File: src/rtl/mvm_pkg.sv
// Shared sizing helpers and the round-half-up / saturate step for the dot-product engine.
// Purely constant/combinational functions; no latency and no flow control of their own.
package mvm_pkg;

   typedef struct packed {
      logic signed [31:0] data;
      logic               sat;
   } round_t;

   function automatic int clog2(input int v);
      int r;
      r = 0;
      while ((1 << r) < v) r++;
      return r;
   endfunction

   function automatic int acc_width(input int data_width, input int lanes, input int max_beats);
      return 2 * data_width + clog2(lanes) + clog2(max_beats);
   endfunction

   // Accumulator arrives sign-extended to 64 bits so the rounding add can never overflow.
   function automatic round_t round_sat(input logic signed [63:0] acc,
                                        input int frac_shift,
                                        input int data_width);
      logic signed [63:0] r;
      logic signed [63:0] hi;
      logic signed [63:0] lo;
      round_t             res;
      r        = (acc + (64'sd1 <<< (frac_shift - 1))) >>> frac_shift;
      hi       = (64'sd1 <<< (data_width - 1)) - 64'sd1;
      lo       = -(64'sd1 <<< (data_width - 1));
      res.data = r[31:0];
      res.sat  = 1'b0;
      if (r > hi) begin
         res.data = hi[31:0];
         res.sat  = 1'b1;
      end else if (r < lo) begin
         res.data = lo[31:0];
         res.sat  = 1'b1;
      end
      return res;
   endfunction

endpackage

File: src/rtl/signed_dot_lanes.sv
// LANES signed multipliers and a sign-extending sum of already-registered products.
// Combinational, zero latency; no flow control, the caller registers between the two halves.
module signed_dot_lanes
   import mvm_pkg::*;
#(
   parameter int DATA_WIDTH = 8,
   parameter int LANES      = 4
) (
   input  logic        [LANES*DATA_WIDTH-1:0]              w,
   input  logic        [LANES*DATA_WIDTH-1:0]              x,
   output logic        [LANES*2*DATA_WIDTH-1:0]            prod,
   input  logic        [LANES*2*DATA_WIDTH-1:0]            prod_in,
   output logic signed [2*DATA_WIDTH+clog2(LANES)-1:0]     sum
);

   localparam int PW    = 2 * DATA_WIDTH;
   localparam int SUM_W = PW + clog2(LANES);

   function automatic logic signed [PW-1:0] smul(input logic signed [DATA_WIDTH-1:0] a,
                                                 input logic signed [DATA_WIDTH-1:0] b);
      return PW'(a) * PW'(b);
   endfunction

   always_comb begin
      prod = '0;
      for (int i = 0; i < LANES; i++) begin
         prod[i*PW +: PW] = smul(w[i*DATA_WIDTH +: DATA_WIDTH], x[i*DATA_WIDTH +: DATA_WIDTH]);
      end
   end

   always_comb begin
      sum = '0;
      for (int i = 0; i < LANES; i++) begin
         sum = sum + SUM_W'($signed(prod_in[i*PW +: PW]));
      end
   end

endmodule

File: src/rtl/mvm_seq_accum.sv
// Streaming signed dot-product: products registered, rows accumulated, then rounded/saturated out.
// Last beat to out_valid is two edges; a held result (out_valid & ~out_ready) freezes both stages and drops in_ready.
module mvm_seq_accum
   import mvm_pkg::*;
#(
   parameter int DATA_WIDTH = 8,
   parameter int LANES      = 4,
   parameter int MAX_BEATS  = 16,
   parameter int FRAC_SHIFT = 4
) (
   input  logic                               clk,
   input  logic                               rst,
   input  logic                               in_valid,
   output logic                               in_ready,
   input  logic [LANES*DATA_WIDTH-1:0]        in_w,
   input  logic [LANES*DATA_WIDTH-1:0]        in_x,
   input  logic                               in_last,
   output logic                               out_valid,
   input  logic                               out_ready,
   output logic [DATA_WIDTH-1:0]              out_data,
   output logic                               out_sat,
   output logic                               out_err,
   output logic [clog2(MAX_BEATS+1)-1:0]      out_beats
);

   localparam int PW     = 2 * DATA_WIDTH;
   localparam int SUM_W  = PW + clog2(LANES);
   localparam int ACC_W  = acc_width(DATA_WIDTH, LANES, MAX_BEATS);
   localparam int BEAT_W = clog2(MAX_BEATS + 1);

   typedef struct packed {
      logic                  last;
      logic [LANES*PW-1:0]   prod;
   } pstage_t;

   logic                     stall;
   logic                     in_xfer;
   logic                     a_fire;
   logic [LANES*PW-1:0]      prod_comb;
   logic signed [SUM_W-1:0]  beat_sum;

   pstage_t                  p_q;
   logic                     p_valid;

   logic signed [ACC_W-1:0]  acc;
   logic signed [ACC_W-1:0]  acc_base;
   logic signed [ACC_W-1:0]  acc_next;
   logic                     row_start;
   logic [BEAT_W-1:0]        beat_cnt;
   logic [BEAT_W-1:0]        cnt_next;
   logic                     row_err;
   logic                     err_next;
   round_t                   rs;
   logic                     unused_rs_hi;

   assign stall    = out_valid & ~out_ready;
   assign in_ready = ~stall;
   assign in_xfer  = in_valid & in_ready;
   assign a_fire   = p_valid & ~stall;

   signed_dot_lanes #(
      .DATA_WIDTH (DATA_WIDTH),
      .LANES      (LANES)
   ) u_dot (
      .w       (in_w),
      .x       (in_x),
      .prod    (prod_comb),
      .prod_in (p_q.prod),
      .sum     (beat_sum)
   );

   always_ff @(posedge clk) begin
      if (rst) begin
         p_valid <= 1'b0;
         p_q     <= '0;
      end else if (!stall) begin
         p_valid <= in_xfer;
         if (in_xfer) begin
            p_q.prod <= prod_comb;
            p_q.last <= in_last;
         end
      end
   end

   // Past MAX_BEATS the count sticks, the error latches and the sum is allowed to wrap.
   always_comb begin
      acc_base = row_start ? '0 : acc;
      acc_next = acc_base + ACC_W'(beat_sum);
      cnt_next = beat_cnt;
      err_next = row_err;
      if (beat_cnt == BEAT_W'(MAX_BEATS)) begin
         err_next = 1'b1;
      end else begin
         cnt_next = beat_cnt + BEAT_W'(1);
      end
      rs = round_sat(64'(acc_next), FRAC_SHIFT, DATA_WIDTH);
   end

   assign unused_rs_hi = ^rs.data[31:DATA_WIDTH];

   always_ff @(posedge clk) begin
      if (rst) begin
         acc       <= '0;
         row_start <= 1'b1;
         beat_cnt  <= '0;
         row_err   <= 1'b0;
      end else if (a_fire) begin
         if (p_q.last) begin
            acc       <= '0;
            row_start <= 1'b1;
            beat_cnt  <= '0;
            row_err   <= 1'b0;
         end else begin
            acc       <= acc_next;
            row_start <= 1'b0;
            beat_cnt  <= cnt_next;
            row_err   <= err_next;
         end
      end
   end

   always_ff @(posedge clk) begin
      if (rst) begin
         out_valid <= 1'b0;
         out_data  <= '0;
         out_sat   <= 1'b0;
         out_err   <= 1'b0;
         out_beats <= '0;
      end else if (a_fire && p_q.last) begin
         out_valid <= 1'b1;
         out_data  <= rs.data[DATA_WIDTH-1:0];
         out_sat   <= rs.sat;
         out_err   <= err_next;
         out_beats <= cnt_next;
      end else if (out_ready) begin
         out_valid <= 1'b0;
      end
   end

endmodule
File: config.mk
export PLATFORM = sky130hd
export DESIGN_NAME = mvm_seq_accum
export DESIGN_NICKNAME = d
export VERILOG_FILES = /design/src/rtl/mvm_pkg.sv /design/src/rtl/signed_dot_lanes.sv /design/src/rtl/mvm_seq_accum.sv
export SDC_FILE = /design/constraint.sdc
export NUM_CORES = 1
export LEC_CHECK = 0
export ABC_CLOCK_PERIOD_IN_PS = 7900
export CORE_MARGIN = 2
export CORE_UTILIZATION = 30
export DETAILED_ROUTE_END_ITERATION = 7
export SLEW_MARGIN = 40
export SYNTH_ARGS = -nofsm -noshare
export SYNTH_HDL_FRONTEND = slang
export SYNTH_SLANG_ARGS = --single-unit
export TNS_END_PERCENT = 1
File: constraint.sdc
create_clock -name clk -period 7.9 [get_ports clk]
set_clock_uncertainty 0.2 [all_clocks]
set_input_delay 1.58 -clock clk [delete_from_list [all_inputs] [get_ports clk]]
set_output_delay 1.58 -clock clk [all_outputs]
set_load 0.005 [all_outputs]
==> impl_metrics.py <==
metrics = {
    "synthesis": {
        "syn-num-nets": 2439,
        "synthCells": 1955,
        "synthesis.area_sq_um": 17000,
        "synthFlopType": "dfxtp_1",
        "ys_warn_count": 0,
        "synth_area_per_cell_sq_um": 8.71,
        "ys_ff_latch": 111,
        "synth_edf_count": 0,
        "async_reset_ff_share_pct": 0,
        "ys_seq_area_share_pct": 13.1,
        "ys_types": 86,
    },
    "clock_network": {
        "cts_buffers": 9,
        "cts_buffer_depth": 2,
        "clk-insertion-delay-late_ns": 0.38,
        "cts_tree": "yes",
        "cts_hold_buf": 0,
        "clock_sinks": 111,
        "cts_root_buf": "clkbuf_16",
        "post_cts_buffers": 0,
        "htreeDepth": 3,
        "clk_pin_slew_ns": 0.09,
        "cts.repair.resized": 0,
    },
    "worst_hold_path": {
        "holdCritPathClass": "reg2reg",
    },
    "run": {
        "max_cap_viol_count": 0,
    },
    "setup_path": {
        "arrival_ns": 6.46,
        "r2r_slack_ns": 1.58,
        "crit_required_ns": 8.00,
        "cp-startpoint": "in_x[23]",
        "crit_fanout": 9,
        "cp-start-kind": "input port",
        "r2r_end": "out_data[1]",
        "path_class": "in2reg",
        "reg2reg_depth": 17,
        "critical_path.endpoint": "p_q[47]",
        "cp-end-kind": "flop",
        "r2r-start": "p_q[1]",
    },
    "routing": {
        "via_per_inst": 4.67,
        "ant_nets": 0,
        "drtPass1Iterations": 5,
        "routedWlPerCell_microns": 14.4,
        "drc": 0,
        "routed_wl_mm": 39.8,
        "vias": 12900,
        "drtIter0Drc": 683,
    },
    "global_routing": {
        "grt_pass1_vias": 13900,
        "grt_pass1_wl_mm": 68.3,
        "antenna_found_initial": 0,
        "gr-total-overflow": 0,
        "grt_max_degree": 75,
        "grt_usage_pct": 14.0,
    },
    "place": {
        "dp.final_hpwl_mm": 33.4,
        "io_buffers": 85,
        "placed_area_sq_um": 18600,
        "gp_congestion": 0.863,
    },
    "cells_and_area": {
        "regArea_sq_um": 2220,
        "multiInputGateArea_sq_um": 13200,
        "area_growth_pct": 11.1,
        "drive_above_1_share_pct": 2.99,
        "final_area_sq_um": 18900,
        "final_core_util_pct": 33.6,
        "num_antenna_cells": 0,
        "fill_cells": 5901,
        "final_nets": 2484,
    },
    "status": {
        "status": "finished clean",
    },
    "power": {
        "power_density_nw_per_um2": 406,
        "ir_drop_mv": 0.246,
        "leakage_uw": 0.00844,
    },
    "timing": {
        "tightest_slew_ns": 0.793,
        "rsz0062_at_grt": "false",
        "setup_viol_count_final": 0,
        "fin_crit_sh_pct": 80.6,
        "min_period_ns": 6.37,
        "fin_hold_ws_ns": 0.258,
        "max_slew_margin_pct": 47.1,
        "final-hold-violation-count": 0,
        "final_max_slew_viol_count": 0,
        "fin_tns_setup_ns": 0,
        "fmax_mhz": 157,
    },
    "floorplan": {
        "die_h_microns": 242,
        "ios": 86,
        "die_w_microns": 242,
        "start_util_pct": 30.2,
        "dieArea_sq_um": 58700,
        "fp-row-count": 87,
        "core_sq_um": 56300,
    },
}
## cell type report
type / instances / area share [%]
Multi-Input combinational cell: 1415 / 69.6
Sequential cell: 111 / 11.8
Inverter: 374 / 7.42
Tap cell: 756 / 5.00
Timing Repair Buffer: 89 / 4.64
Clock buffer: 10 / 1.21
Clock inverter: 6 / 0.357
## power by group
part	internal, uW	total (uW)	switching [uW]	leakage, uW
sequential	705	795	89.5	0.000910
combinational	2500	6400	3900	0.00738
clock	228	481	254	0.000146
## synthesized netlist by cell type (all sizes together) (5+ instances only)
library cell,number,share of area (%)
inv,374,8.2
clkbuf,42,0.93
and2,153,5.6
a21oi,101,3.0
or3,10,0.37
o22ai,5,0.18
nor2b,24,0.88
a211oi,13,0.63
nand3b,10,0.44
dfxtp,111,13
fa,273,32
a22oi,19,0.84
o21a,12,0.58
ha,142,10
o41ai,7,0.40
nand4,8,0.29
nand3,27,0.94
xor2,9,0.46
a211o,7,0.36
o21ai,50,1.5
o211ai,9,0.40
buf,12,0.49
or2,5,0.18
a21boi,10,0.44
nor3,40,1.3
nand2,198,4.4
a21o,8,0.37
nand2b,40,1.5
xnor2,62,3.2
nor3b,10,0.57
nor2,95,2.1
nor4,5,0.22
## flip-flops by register name (all words and copies together), names as in the netlist
register	flops
acc	22
beat_cnt	5
out_beats	5
out_data	8
out_err	1
out_sat	1
out_valid	1
p_q	65
p_valid	1
row_err	1
row_start	1
## logic make-up (layout without fill, tap and decap cells)
kind of cell / Yosys count / after routing / share of synthesized area (%)
AO/OA/AOI/OAI: 281 / 281 / 11.0
adder cells (fa/ha/maj): 415 / 415 / 42.5
multiplexers: 6 / 6 / 0.367
XOR/XNOR: 71 / 71 / 3.70
flip-flops: 111 / 111 / 13.1
buffers and inverters: 429 / 479 / 9.72
AND/OR/NAND/NOR: 642 / 642 / 19.6
## metal layers
layer	global-route usage, %	wire [microns]
met1	18.3	18200
met2	24.8	19800
met3	1.41	1080
met4	3.36	765
met5	0	0
## worst min path at each step
| stage | cells after the start | to | slack [ns] | from |
|---|---|---|---|---|
| 2_1_floorplan | 2 | acc[21] | 0.23 | acc[21] |
| 3_3_place_gp | 2 | acc[21] | 0.24 | acc[21] |
| 3_5_place_dp | 2 | p_q[11] | 0.25 | p_q[11] |
| 4_1_cts | 2 | p_q[11] | 0.26 | p_q[11] |
| 5_1_grt | 2 | p_q[35] | 0.28 | p_q[35] |
| 6_report | 2 | p_q[11] | 0.26 | p_q[11] |
## worst max-delay path, cell delays in order
cell and delay [ns]:
clkdlybuf4s50_1 0.73, nand2b_1 0.15, fa_1 0.53, fa_1 0.55, inv_1 0.06, fa_1 0.50
fa_1 0.49, ha_1 0.34, inv_1 0.06, o21ai_0 0.08, a21oi_1 0.22, o21ai_0 0.10
a21oi_1 0.22, o21ai_0 0.16, o41ai_1 0.34, xnor2_1 0.13, a211oi_1 0.22
## cell usage in the layout (no fill, tap or decap), types with 4 or more instances in the layout
cell type | synthesis | final
ha_1 | 142 | 142
buf_4 | 3 | 5
o21ai_1 | 7 | 7
nor3_1 | 37 | 37
dfxtp_1 | 111 | 110
clkbuf_16 | 0 | 9
a211oi_1 | 11 | 11
nor4_1 | 4 | 4
o21a_1 | 10 | 10
fa_1 | 273 | 273
nor2b_1 | 24 | 24
nor2_1 | 95 | 94
nand3b_1 | 10 | 10
a22oi_1 | 19 | 19
o21ai_0 | 43 | 43
nand3_1 | 25 | 25
clkdlybuf4s50_1 | 0 | 84
inv_1 | 374 | 374
o311ai_0 | 4 | 4
nand2b_1 | 40 | 40
mux2i_1 | 4 | 4
and2_1 | 152 | 151
xnor2_1 | 61 | 61
nand4_1 | 8 | 8
o22ai_1 | 5 | 5
a21oi_1 | 101 | 101
a21boi_0 | 9 | 9
or3_1 | 10 | 10
o31ai_1 | 4 | 4
nor3b_1 | 8 | 8
a211o_1 | 7 | 7
a21o_1 | 6 | 6
xor2_1 | 9 | 9
nand2_1 | 197 | 196
o211ai_1 | 9 | 9
or2_2 | 4 | 4
o41ai_1 | 6 | 6
o21bai_1 | 4 | 4
## metrics by stage
step | std cells | setup slack (ns) | total power, uW
CTS | 2761 | 1.54 | 7710
global route | 2761 | 1.10 | 8570
floorplan | 1955 | 2.01 | 5770
global placement | 2745 | 1.25 | 7070
detailed placement | 2745 | 1.16 | 7180
finish | 2761 | 1.53 | 7680
Power figures use the tool's default switching activity.
